<file path="src/rtl/compare_arbiter.sv">
// compare_arbiter: round-robin arbiter sharing one registered unsigned magnitude comparator.
module compare_arbiter #(
  parameter int NUM_REQ = 4,
  parameter int W = 2,
  localparam int ID_W = $clog2(NUM_REQ)
) (
  input  logic                  clk,
  input  logic                  rst_n,
  input  logic [NUM_REQ-1:0]    req_valid,
  output logic [NUM_REQ-1:0]    req_ready,
  input  logic [NUM_REQ*W-1:0]  req_a,
  input  logic [NUM_REQ*W-1:0]  req_b,
  output logic                  rsp_valid,
  input  logic                  rsp_ready,
  output logic [ID_W-1:0]       rsp_id,
  output logic                  rsp_a_greater,
  output logic                  rsp_b_greater,
  output logic                  rsp_equal,
  output logic                  busy
);
  typedef enum logic [1:0] {IDLE, COMPARE, RESPOND} state_t;
  state_t state_q, state_d;
  logic [ID_W-1:0] ptr_q, ptr_d, id_q, id_d, sel, idx;
  logic [W-1:0] a_q, a_d, b_q, b_d;
  logic gt_q, gt_d, lt_q, lt_d, eq_q, eq_d;
  logic any;
  // Descending scan so the smallest offset from ptr wins.
  always_comb begin
    any = |req_valid;
    sel = '0;
    idx = '0;
    for (int k = NUM_REQ - 1; k >= 0; k--) begin
      idx = ptr_q + ID_W'(k);
      if (req_valid[idx]) sel = idx;
    end
  end
  assign req_ready = (rst_n && state_q == IDLE && any) ? NUM_REQ'(1) << sel : '0;
  always_comb begin
    state_d = state_q;
    ptr_d = ptr_q;
    id_d = id_q;
    a_d = a_q;
    b_d = b_q;
    gt_d = gt_q;
    lt_d = lt_q;
    eq_d = eq_q;
    case (state_q)
      IDLE: if (any) begin
        state_d = COMPARE;
        id_d = sel;
        a_d = req_a[sel*W +: W];
        b_d = req_b[sel*W +: W];
      end
      COMPARE: begin
        gt_d = a_q > b_q;
        lt_d = a_q < b_q;
        eq_d = a_q == b_q;
        state_d = RESPOND;
      end
      RESPOND: if (rsp_ready) begin
        state_d = IDLE;
        ptr_d = id_q + ID_W'(1);
      end
      default: state_d = IDLE;
    endcase
  end
  always_ff @(posedge clk or negedge rst_n) begin
    if (!rst_n) begin
      state_q <= IDLE;
      ptr_q <= '0;
      id_q <= '0;
      a_q <= '0;
      b_q <= '0;
      gt_q <= 1'b0;
      lt_q <= 1'b0;
      eq_q <= 1'b0;
    end else begin
      state_q <= state_d;
      ptr_q <= ptr_d;
      id_q <= id_d;
      a_q <= a_d;
      b_q <= b_d;
      gt_q <= gt_d;
      lt_q <= lt_d;
      eq_q <= eq_d;
    end
  end
  assign rsp_valid = state_q == RESPOND;
  assign busy = state_q != IDLE;
  assign rsp_id = id_q;
  assign rsp_a_greater = gt_q;
  assign rsp_b_greater = lt_q;
  assign rsp_equal = eq_q;
endmodule

</file>
<file path="config.mk">
export PLATFORM = sky130hd
export DESIGN_NAME = compare_arbiter
export DESIGN_NICKNAME = d
export VERILOG_FILES = /design/src/rtl/compare_arbiter.sv
export SDC_FILE = /design/constraint.sdc
export NUM_CORES = 1
export LEC_CHECK = 0
export BUFFER_PORTS_ARGS = -buffer_cell sky130_fd_sc_hd__buf_2
export CAP_MARGIN = 20
export CORE_MARGIN = 1
export CORE_UTILIZATION = 45
export DETAILED_ROUTE_END_ITERATION = 10
export PLACE_DENSITY = 0.73
export SETUP_SLACK_MARGIN = 0.02
export SYNTH_ARGS = -nofsm -noshare
export SYNTH_HDL_FRONTEND = slang
export SYNTH_SLANG_ARGS = --single-unit
</file>
<file path="constraint.sdc">
create_clock -name clk -period 1.95 [get_ports clk]
set_input_delay 0.0975 -clock clk [delete_from_list [all_inputs] [get_ports clk]]
set_output_delay 0.0975 -clock clk [all_outputs]
set_load 0.1 [all_outputs]
</file>
### After elaboration in Yosys (flattened, before gate mapping)

Cells that the tools add are included.

| storage, ports and cells | value |
|---|---|
| register bits after elaboration | 13 |
| bits of input ports | 23 |
| output and inout bits | 11 |

| cells by class | value |
|---|---|
| $add $sub $neg | 4 |
| order comparisons | 6 |
| equal/unequal tests | 5 |
| shifts and indexed selects | 3 |
| mux-type cells | 16 |
| reduce and logical (&&, ||, !) cells | 8 |

Operators by type and width:

| kind | number |
|---|---|
| variable part select 8 x 4 -> 2 bit | 2 |
| < comparator 2 x 3 -> 1 bit (second input constant) | 4 |
| 2-to-1 mux 2 bit | 6 |
| binary-select mux 1 bit (select 2 bit) | 4 |
| case mux 2 bit (3 select lines) | 1 |
| AND reduction 2 bit | 3 |
| adder 2 x 1 -> 2 bit (second input constant) | 2 |
| adder 2 bit (second input constant) | 2 |
| 2-to-1 mux 1 bit | 4 |
| 2-to-1 mux 4 bit | 1 |
| OR reduction 4 bit | 1 |
| << shifter 1 x 2 -> 4 bit (first input constant) | 1 |
| == test 2 x 1 -> 1 bit (second input constant) | 1 |
| == test 2 bit | 1 |
| == test 2 bit (second input constant) | 1 |
| > comparator 2 bit | 1 |
| logical AND 1 bit | 2 |
| logical NOT 2 bit | 1 |
| < comparator 2 bit | 1 |
| inequality test 2 x 1 -> 1 bit (second input constant) | 1 |
| inequality test 2 bit (second input constant) | 1 |
| nonzero test 2 bit | 1 |

### Longest topological paths before layout

| depth | value |
|---|---|
| word-level depth | 9 |
| gate-level depth with buffers | 6 |
| gate-level depth less buffers | 5 |

### Worst setup path after synthesis

Ideal clock, no wire load.

| timing | value |
|---|---|
| path type | register to output |
| from | register state_q[0] |
| to | output port req_ready[1] |
| arrival time | 2.832 ns |
| path slack | -0.979 ns |
| cell stages (with the launch flop) | 6 |
| path buffers | 0 |
| path through | dfrtp_1 > or2_1 > a31o_4 > inv_1 > nand3_1 > nor2_1 |

| between the ends | value |
|---|---|
| word-level cells in the longest chain between the ends | 4 |

Ends and longest elaborated chain:

| what | line | source |
|---|---|---|
| start: declaration | 22 | `state_t state_q, state_d;` |
| start signal: assignment | 78 | `state_q <= state_d;` |
| logical NOT 2 bit | 37 | `assign req_ready = (rst_n && state_q == IDLE && any) ? NUM_REQ'(1) << sel : '0;` |
| logical AND 1 bit (2 in series) | 37 |  |
| 2-to-1 mux 4 bit | 37 |  |
| end: declaration | 10 | `output logic [NUM_REQ-1:0] req_ready,` |

Every way passes these cells.

### Final worst setup path

| timing | value |
|---|---|
| from | register state_q[1] |
| to | output port req_ready[1] |

Same word-level chain as after synthesis.

==> results.md <==
- CP cell instances: or2_4, a31o_4, inv_2, nand3_2, nor2_4, buf_12
- Via density: 5.150
- Combinational power share: 0.683
- Pin count of the biggest net entering global routing: 14
- Int Power: 0.9159 mW
- Post-synthesis simple-gate area fraction: 0.1772
- Routed WL per cell: 12.45 um
- Max cap viols: 0
- Worst Path Arrival: 1.77 ns
- Total GRT Usage: 0.2016
- TNS Setup: 0 ns
- Rows: 14
- Yosys top cell by area: dfrtp_1
- Setup crit start kind: flop
- CTS Sinks: 13
- Crit. End Element: primary output
- CTS tree: yes
- Upper clock frequency limit: 536.7 MHz
- Worst hold path depth: 2
- Synth top area share: 0.4228
- Worst VDD drop: ~1.8 mV
- Drt first pass iters: 7
- HPWL after detailed placement: 1311 um
- Initial antenna violation count: 0
- Io pins: 34
- Maximum buffer depth of the clock tree: 2
- # fillers: 117
- Post-Route WL: 1743 um
- Area growth syn-to-layout: 47.32%
- Net count after synthesis: 107
- Multiplexer area fraction after synthesis: 0.1187
- Fin util: 0.7271
- Cell count of the worst reg-to-reg path: 6
- Net Sw Frac: 0.5642
- Count leader, synth: nand2_1
- Crit path required time: ~1.9 ns
- Xor/xnor cell area share of the yosys netlist: 0.01138
- Core area: 1559 um2
- Synth warn: 0
- Final period utilization: 0.9555
- Lkg Pwr: 0.5712 nW
- Port Buffer Count: 33
- Clock power frac: 0.081
- Status: finished, violations left
- Final nets: 150
- Post-synthesis compound-gate area fraction: 0.1837
- DRC errors left: 5
- Final GP Congestion: approximately 0.79
- Post-route ant nets: 0
- Mean Syn Cell Area: 9.384 um2
- CP Buf/Inv Count: 2
- Predominant post-synthesis flop cell: dfrtp_1
- Crit-path max FO: 8
- Hold WS: about 0.007 ns
- 1st-iter DRT viols: 13
- RSZ-0062 raised after global routing: false
- Clock transition at the registers of the reported paths: roughly 0.080 ns
- Largest family of logic cells by synthesized area: compound AO/OA/AOI/OAI gates
- Clock Root Buffer: clkbuf_4
- Power per cell area: 1854 nW/um2
- CTS H-tree lvls: 1
- Critical path class: reg -> out
- Vias in the first global route: 669
- Chip height: 43.35 um
- Min Tclk post-route: ~1.9 ns
- Net Sw Power: roughly 1.2 mW
- Max incr delay on CP: ~0.40 ns
- Distinct cells, synth: 24
- Max-slew violations: 0
- Mapped Cells: 82
- EDFF count, synth: 0
- CTS buffer count: 3
- Reg power frac: 0.237
- Total gr overflow: 0
- Ys async rst share: 1.000
- Worst Hold Class: in -> reg
- Cell family with most CP delay: simple AND/OR/NAND/NOR gates
- Initial Util: 0.4936
- Ratio of cells with drive above 1 in the final layout: 0.4516
- Crit path depth: 6
- Worst clock skew: around 0.0017 ns
- Top cells by area, synth: dfrtp_1 42%, mux2i_1 10%, nand2_1 7.3%, o221ai_1 4.6%, o21ai_0 3.9%
- Commonest cells in the synthesized netlist: 15 x nand2_1, 13 x dfrtp_1, 8 x inv_1, 8 x mux2i_1, 6 x o21ai_0
- Tot Pwr: between 2 and 2.5 mW
- CP max stage cell: dfrtp_1
- Total die area: 1879 um2
- Failing checks: design-rule violations
- Post-synthesis cell area: 769.5 um2
- # diodes: 0
- Final setup fails: 0
- Latest clock arrival within the worst-skew pair: 0.28 ns
- Die W: 43.35 um
- Worst rel slew slack: 0.6036
- Part of the Yosys area used for sequential elements: 0.4228
- Via count: about 720
- Count of state elements after synthesis: 13
- First-pass GRT wire length: between 2000 and 3000 um
- Worst slew pin tran: 0.5927 ns
- Post-Synth Adder-Cell Area: 0.03252
- Final Hold Fails: 0
==> worst register-to-register path, stage by stage, from the launching register on <==
cell and delay (ns):
dfrtp_1 0.46, a21o_1 0.20, a21oi_2 0.14, o22a_4 0.18
buf_4 0.18, mux2i_1 0.22, o221ai_1 0.14
==> sequential cells by signal (all words and copies together) (netlist names) <==
register,count
b_q,2
rsp_b_greater,1
ptr_q,2
rsp_equal,1
a_q,2
rsp_id,2
rsp_a_greater,1
state_q,2
==> power groups by stage <==
stage / clock (mW) / combinational (mW) / sequential (mW)
floorplan: 0 / 0.793 / 0.814
global placement: 0 / 1.34 / 0.491
detailed placement: 0 / 1.36 / 0.500
CTS: 0.173 / 1.38 / 0.499
global route: 0.183 / 1.54 / 0.513
finish: 0.169 / 1.44 / 0.497
==> layout by cell type (no fill, tap or decap) <==
cell type and instances:
buf_2 29, nand2_1 15, dfrtp_1 13, mux2i_1 8, inv_1 7, o21ai_0 6
buf_4 5, nand2b_1 4, nor2_4 4, o221ai_1 4, buf_12 4, clkbuf_4 3
a21oi_1 2, nand3_2 2, ha_1 2, or2_4 1, nand2b_4 1, nor2b_1 1
a21o_1 1, a21oi_2 1, o22a_4 1, o22ai_1 1, nor2_1 1, a211oi_2 1
a31o_4 1, inv_2 1, a211o_1 1, xnor2_1 1, mux2_2 1, clkinv_2 1
dlygate4sd3_1 1
==> worst paths after layout <==
| check | start | endpoint | slack (ns) |
|---|---|---|---|
| worst max-delay path | state_q[1] | req_ready[1] | 0.09 |
| worst min-delay path | rsp_ready | state_q[1] | 0.007 |
| worst max register to register | ptr_q[1] | b_q[0] | 0.31 |
| worst min register to register | rsp_equal | rsp_equal | 0.49 |
| max in group asynchronous | rst_n | rsp_id[1] | 1.16 |
| min in group asynchronous | rst_n | b_q[1] | 0.40 |
==> layout make-up <==
| cell class | count | area [um2] | share of cell area |
|---|---|---|---|
| clock buffers | 3 | 22.52 | 0.01987 |
| clock inverters | 1 | 5.005 | 0.004415 |
| inverters | 8 | 30.03 | 0.02649 |
| multi-input cells | 60 | 457.9 | 0.4040 |
| flip-flops and latches | 13 | 325.3 | 0.2870 |
| well taps | 16 | 20.02 | 0.01766 |
| repair buffers | 39 | 272.8 | 0.2406 |
==> timing repair <==
action | in CTS | in global routing
buffers inserted | 0 | 5
pin swaps | 0 | 1
endpoints found under the hold margin | 13 | 0
endpoints found under the setup margin | 4 | 3
resized for setup | 3 | 0
hold buffers | 1 | 0
==> per-stage QoR <==
stage / std cells / worst slack (ns) / cell area (um2)
finish: 140 / 0.08685 / 1134
global route: 140 / 0.02161 / 1134
floorplan: 82 / 0.04397 / 812.0
global placement: 130 / 0.2746 / 1046
CTS: 135 / 0.009302 / 1096
detailed placement: 130 / 0.2209 / 1046
==> per-layer routing <==
layer	up-vias	wire length, um	global-route usage
met1	322	702	0.2291
met3	7	71	0.03333
li1	368	-	-
met4	0	40	0.08750
met2	24	928	0.3697
met5	-	0	0
==> kinds of logic after synthesis <==
group                      count (synthesis)
and+or+nand+nor                           29
AOI/OAI and AO/OA                         19
DFF                                       13
buffers and inverters                      9
muxes                                      9
adders and majority gates                  2
xor gates and xnor gates                   1
(Power assumes the default switching activity.)
